[src/rtl/mux_stream_if.sv]
// mux_stream_if: handshake bundle between N channel sources, the stream mux and one shared sink.
// Parameters: WIDTH data bits per channel, CHANNELS input count; SELW is derived.
// Signals:
//   in_data/in_valid/in_ready  per-channel input streams, channel k on in_data[k*WIDTH +: WIDTH]
//   mode/sel                   0 = fixed select on sel, 1 = round-robin
//   out_data/out_chan/out_valid/out_ready  registered output stream and source channel id
//   in_last/out_last           packet delimiters, present only with MUX_PKT_LOCK_EN defined
// Modports: slave = mux side, master = sources and sink side.
interface mux_stream_if #(
    parameter int WIDTH    = 8,
    parameter int CHANNELS = 4
);
    localparam int SELW = $clog2(CHANNELS);
    logic [CHANNELS*WIDTH-1:0] in_data;
    logic [CHANNELS-1:0]       in_valid;
    logic [CHANNELS-1:0]       in_ready;
    logic                      mode;
    logic [SELW-1:0]           sel;
    logic [WIDTH-1:0]          out_data;
    logic [SELW-1:0]           out_chan;
    logic                      out_valid;
    logic                      out_ready;
`ifdef MUX_PKT_LOCK_EN
    logic [CHANNELS-1:0]       in_last;
    logic                      out_last;
`endif
    modport slave (
`ifdef MUX_PKT_LOCK_EN
        input  in_last,
        output out_last,
`endif
        input  in_data, in_valid, mode, sel, out_ready,
        output in_ready, out_data, out_chan, out_valid
    );
    modport master (
`ifdef MUX_PKT_LOCK_EN
        output in_last,
        input  out_last,
`endif
        output in_data, in_valid, mode, sel, out_ready,
        input  in_ready, out_data, out_chan, out_valid
    );
endinterface

[src/rtl/mux_stream_arb.sv]
// mux_stream_arb: N-channel stream mux with fixed-select or round-robin grant into a one-deep output register.
// Ports: clk, rst_n (async active-low), bus (mux_stream_if.slave: per-channel inputs, mode/sel, output stream).
// Optional feature: MUX_PKT_LOCK_EN adds in_last/out_last and holds the grant on one channel until in_last.
module mux_stream_arb #(
    parameter int WIDTH    = 8,
    parameter int CHANNELS = 4
) (
    input  logic        clk,
    input  logic        rst_n,
    mux_stream_if.slave bus
);
    localparam int SELW = $clog2(CHANNELS);
    logic [WIDTH-1:0] out_data_q, out_data_d;
    logic [SELW-1:0]  out_chan_q, out_chan_d, rr_ptr_q, rr_ptr_d, gidx, k;
    logic             out_valid_q, out_valid_d, gany, can_load, accept;
`ifdef MUX_PKT_LOCK_EN
    logic             lock_q, lock_d, out_last_q, out_last_d;
    logic [SELW-1:0]  lock_chan_q, lock_chan_d;
`endif
    always_comb begin
        gany = 1'b0;
        gidx = '0;
        k    = '0;
        if (bus.mode) begin
            // first valid channel at or after rr_ptr, wrapping through 0
            for (int i = 0; i < CHANNELS; i++) begin
                k = SELW'((int'(rr_ptr_q) + i) % CHANNELS);
                if (!gany && bus.in_valid[k]) begin
                    gany = 1'b1;
                    gidx = k;
                end
            end
        end else begin
            gany = (int'(bus.sel) < CHANNELS) && bus.in_valid[bus.sel];
            gidx = bus.sel;
        end
`ifdef MUX_PKT_LOCK_EN
        if (lock_q) begin
            gany = bus.in_valid[lock_chan_q];
            gidx = lock_chan_q;
        end
`endif
        can_load    = !out_valid_q || bus.out_ready;
        // rst_n gates accept so in_ready stays low while reset is held
        accept      = gany && can_load && rst_n;
        out_valid_d = accept || (out_valid_q && !bus.out_ready);
        out_data_d  = accept ? bus.in_data[gidx*WIDTH +: WIDTH] : out_data_q;
        out_chan_d  = accept ? gidx : out_chan_q;
        rr_ptr_d    = accept ? ((int'(gidx) == CHANNELS-1) ? '0 : gidx + 1'b1) : rr_ptr_q;
`ifdef MUX_PKT_LOCK_EN
        lock_d      = accept ? !bus.in_last[gidx] : lock_q;
        lock_chan_d = accept ? gidx : lock_chan_q;
        out_last_d  = accept ? bus.in_last[gidx] : out_last_q;
`endif
    end
    always_ff @(posedge clk or negedge rst_n) begin
        if (!rst_n) begin
            out_data_q  <= '0;
            out_chan_q  <= '0;
            out_valid_q <= 1'b0;
            rr_ptr_q    <= '0;
`ifdef MUX_PKT_LOCK_EN
            lock_q      <= 1'b0;
            lock_chan_q <= '0;
            out_last_q  <= 1'b0;
`endif
        end else begin
            out_data_q  <= out_data_d;
            out_chan_q  <= out_chan_d;
            out_valid_q <= out_valid_d;
            rr_ptr_q    <= rr_ptr_d;
`ifdef MUX_PKT_LOCK_EN
            lock_q      <= lock_d;
            lock_chan_q <= lock_chan_d;
            out_last_q  <= out_last_d;
`endif
        end
    end
    assign bus.in_ready  = accept ? (CHANNELS'(1) << gidx) : '0;
    assign bus.out_data  = out_data_q;
    assign bus.out_chan  = out_chan_q;
    assign bus.out_valid = out_valid_q;
`ifdef MUX_PKT_LOCK_EN
    assign bus.out_last  = out_last_q;
`endif
endmodule
[src/flat_wrapper.sv]
// flat-port wrapper written by rule: the top's interface ports become plain ports
module mux_stream_arb_flat 
#(
    parameter int WIDTH    = 8,
    parameter int CHANNELS = 4
)
  (clk, rst_n, bus_in_data, bus_in_valid, bus_mode, bus_sel, bus_out_ready, bus_in_ready, bus_out_data, bus_out_chan, bus_out_valid);
  mux_stream_if #(.WIDTH(WIDTH), .CHANNELS(CHANNELS)) bus_i ();
  input  logic clk;
  input  logic rst_n;
  input wire logic [$bits(bus_i.in_data)-1:0] bus_in_data;
  input wire logic [$bits(bus_i.in_valid)-1:0] bus_in_valid;
  input wire logic [$bits(bus_i.mode)-1:0] bus_mode;
  input wire logic [$bits(bus_i.sel)-1:0] bus_sel;
  input wire logic [$bits(bus_i.out_ready)-1:0] bus_out_ready;
  output wire logic [$bits(bus_i.in_ready)-1:0] bus_in_ready;
  output wire logic [$bits(bus_i.out_data)-1:0] bus_out_data;
  output wire logic [$bits(bus_i.out_chan)-1:0] bus_out_chan;
  output wire logic [$bits(bus_i.out_valid)-1:0] bus_out_valid;
  assign bus_i.in_data = bus_in_data;
  assign bus_i.in_valid = bus_in_valid;
  assign bus_i.mode = bus_mode;
  assign bus_i.sel = bus_sel;
  assign bus_i.out_ready = bus_out_ready;
  assign bus_in_ready = bus_i.in_ready;
  assign bus_out_data = bus_i.out_data;
  assign bus_out_chan = bus_i.out_chan;
  assign bus_out_valid = bus_i.out_valid;
  mux_stream_arb #(.WIDTH(WIDTH), .CHANNELS(CHANNELS)) u_core (.clk(clk), .rst_n(rst_n), .bus(bus_i));
endmodule
[config.mk]
export PLATFORM = sky130hd
export DESIGN_NAME = mux_stream_arb_flat
export DESIGN_NICKNAME = d
export VERILOG_FILES = /design/src/rtl/mux_stream_if.sv /design/src/rtl/mux_stream_arb.sv /design/src/flat_wrapper.sv
export SDC_FILE = /design/constraint.sdc
export NUM_CORES = 1
export LEC_CHECK = 0
export CAP_MARGIN = 20
export CORE_MARGIN = 2
export CORE_UTILIZATION = 25
export CTS_CLUSTER_DIAMETER = 60
export DETAILED_ROUTE_END_ITERATION = 6
export PLACE_DENSITY = 0.55
export SLEW_MARGIN = 15
export SYNTH_ARGS = -nofsm -noshare
export SYNTH_HDL_FRONTEND = slang
export SYNTH_SLANG_ARGS = --single-unit
export TNS_END_PERCENT = 100
[constraint.sdc]
create_clock -name clk -period 1.9 [get_ports clk]
set_input_delay 0.38 -clock clk [delete_from_list [all_inputs] [get_ports clk]]
set_output_delay 0.38 -clock clk [all_outputs]
set_load 0.05 [all_outputs]
==> results.yml <==
floorplanning:
  die_x_microns: 67.4
  rows: 23
  die_h_microns: 67.4
  core-area_sq_mm: 0.00394
  start_util_pct: 25.5
  die_area_sq_mm: 0.00455
  io_pins: 57
sta:
  final_max_slew_viol_count: 0
  fin_crit_sh_pct: 109
  rsz0062_at_grt: "true"
  fin_skew_ns: 0.00144
  hold_violations: 0
  slew_headroom_pct: 66.5
  setup_viol: 12
  hold_ws_ns: 0.476
  layout_min_cycle_time_ns: 2.07
  tightest_slew_ns: 0.502
  finalWorstSetupSlack_ns: -0.174
  timing.fmax_ghz: 0.482
hold_path:
  hold_path.class: "in -> async"
setup_path:
  crit_required_ns: 1.52
  critical_path_class: "reg -> out"
  endpoint_kind: "output port"
  crit_fanout: 8
  rr_startpoint: "u_core.rr_ptr_q[0]"
  worstSetupStartpoint: "u_core.rr_ptr_q[1]"
  critical_path_arrival_ns: 1.69
  critPathLaunchType: "flip-flop"
final_layout:
  antenna_cells: 0
  num-nets-final: 228
  fin_util_pct: 53.0
  drive_above_1_share_pct: 48.1
  area_growth_pct: 108
routing:
  viasPerCell: 4.71
  finalWirelength_mm: 3.39
  num_vias: 1106
  routedWlPerCell_microns: 14.4
  drt-pass1-iter-count: 4
  ant_nets: 0
  remaining_drc_errors: 0
  drtIter0Drc: 61
global_route:
  grt_pass1_wl_mm: 5.20
  grt_pass1_vias: 1172
  use_met3_pct: 2.33
  grt.met1_usage_pct: 18.2
  use_met2_pct: 27.6
  antenna_found_initial: 0
  grt.total_usage_pct: 15.1
  grt_overflow_total: 0
  grt_max_degree: 18
  gr-max-usage-layer: "met2"
yosys:
  syn_avg_cell_area_sq_um: 10.1
  synth_area_leader_cell: "dfrtp_1"
  ys_types: 29
  syn_area_sq_mm: 0.00101
  synthFlopType: "dfrtp_1"
  syn_nets: 142
  ys_seq_area_share_pct: 32.3
  synth_top_area_share_pct: 32.3
  syn_inst: 100
  ys_ff_latch: 13
  synthTopCellsByCount: "nand2_1, mux2i_1, dfrtp_1"
  yosysWarnings: 0
  synth.top_cells.by_area: "dfrtp_1, mux2i_1, o221ai_2, nand2_1, nand2b_1"
  yosys.cell_count.top_type: "nand2_1"
  async_flop_share_pct: 100
  synth_edf_count: 0
clocking:
  cts_buffers: 3
  path_clk_slew_ns: 0.06
  cts_tree: "built"
  cts_root_buffer: "clkbuf_8"
  cts_hold_buffers: 0
  clock-sinks: 13
  clk_path_buf_depth: 2
  clock_latency_ns: 0.24
  htree_levels: 1
power_and_ir_drop:
  finalPower_mw: 1.85
  vdd_drop_max_mv: 0.490
  power_density_mw_per_mm2: 885
  leakage_nw: 0.884
placement:
  post-dp-hpwl_mm: 2.44
  portBuffers: 56
  place.gp.congestion: 0.738
run:
  drv_cap: 0
outcome:
  status: "finished with violations"
  violations: "negative setup slack"
## per-stage QoR
stage	TNS [ns]	instance area, sq um	setup WS, ns	instances
after floorplan	-0.0401	1040	-0.0200	100
after global placement	-8.40	1810	-0.611	224
after detailed placement	-8.93	1810	-0.638	224
after CTS	-1.03	1970	-0.143	233
after global routing	-2.19	2090	-0.235	235
final	-0.999	2090	-0.174	235
## critical path, cell delays in order, from the launching register on
cell and delay, ns:
dfrtp_2 0.46, and4b_1 0.21, o211ai_1 0.28, o211ai_4 0.18, nor2b_4 0.18, buf_12 0.15
## cell type report
type / count / area [sq um]
fillers: 357 / 1850
repair buffers: 86 / 830
multi-input cells: 80 / 816
flip-flops and latches: 13 / 328
well taps: 50 / 62.6
clock buffers: 4 / 45.0
inverters: 2 / 7.51
## sequential cells by signal, indices dropped and copies added (netlist names)
| register | count |
|---|---|
| u_core.bus.out_valid | 1 |
| u_core.rr_ptr_q | 2 |
| u_core.bus.out_chan | 2 |
| u_core.bus.out_data | 8 |
## layer usage
metal | vias to the layer above | wire length [microns]
li1 | 543 | -
met1 | 521 | 1380
met5 | - | 0
met2 | 40 | 1820
met4 | 0 | 8
met3 | 2 | 180
## cells by family (layout without fill, tap and decap cells)
family	count (synthesis)	in the layout	synth area share [%]
simple gates	38	38	17.4
compound gates	24	24	25.7
mux	17	17	18.5
flops	13	13	32.3
buf+inv	7	92	5.10
xor+xnor	1	1	0.871
## cell usage in the layout (no fill, tap or decap), types with 2 or more instances in the layout
| master | n |
|---|---|
| a31oi_2 | 2 |
| o221ai_2 | 9 |
| mux2i_2 | 4 |
| dfrtp_2 | 2 |
| buf_8 | 2 |
| dlygate4sd2_1 | 2 |
| o21a_1 | 2 |
| mux2i_4 | 4 |
| nor2_2 | 2 |
| buf_2 | 4 |
| buf_12 | 3 |
| nand2b_4 | 2 |
| nand2b_1 | 3 |
| nand3_1 | 3 |
| a21o_1 | 2 |
| inv_1 | 2 |
| nor2_4 | 2 |
| dfrtp_1 | 11 |
| buf_6 | 7 |
| nand2_2 | 3 |
| nor2b_4 | 2 |
| clkbuf_8 | 3 |
| nand2_1 | 18 |
| mux2i_1 | 8 |
| clkdlybuf4s50_1 | 38 |
| buf_4 | 29 |
## final timing paths
path	endpoint	slack (ns)	cells past startpoint
max	bus_in_ready[3]	-0.17	5
min	u_core.bus.out_valid	0.48	2
max reg2reg	u_core.bus.out_data[3]	-0.06	8
min reg2reg	u_core.bus.out_data[3]	0.49	2
max in group asynchronous	u_core.rr_ptr_q[0]	1.24	2
min in group clk	u_core.bus.out_data[3]	0.49	2
## what timing repair did
item | 4_1_cts | 5_1_grt
endpoints found under the setup margin | 17 | 14
gates resized for setup | 47 | 18
gates cloned | 0 | 1
buffers inserted | 5 | 1
pin swaps | 9 | 5
hold endpoints to repair | 0 | 0
## power by group
group	internal (mW)	switching [mW]	leakage, nW
Clock	0.148	0.0989	0.0228
Sequential	0.365	0.0721	0.157
Combinational	0.539	0.624	0.704
No activity file was read; power rests on OpenSTA's default activity.
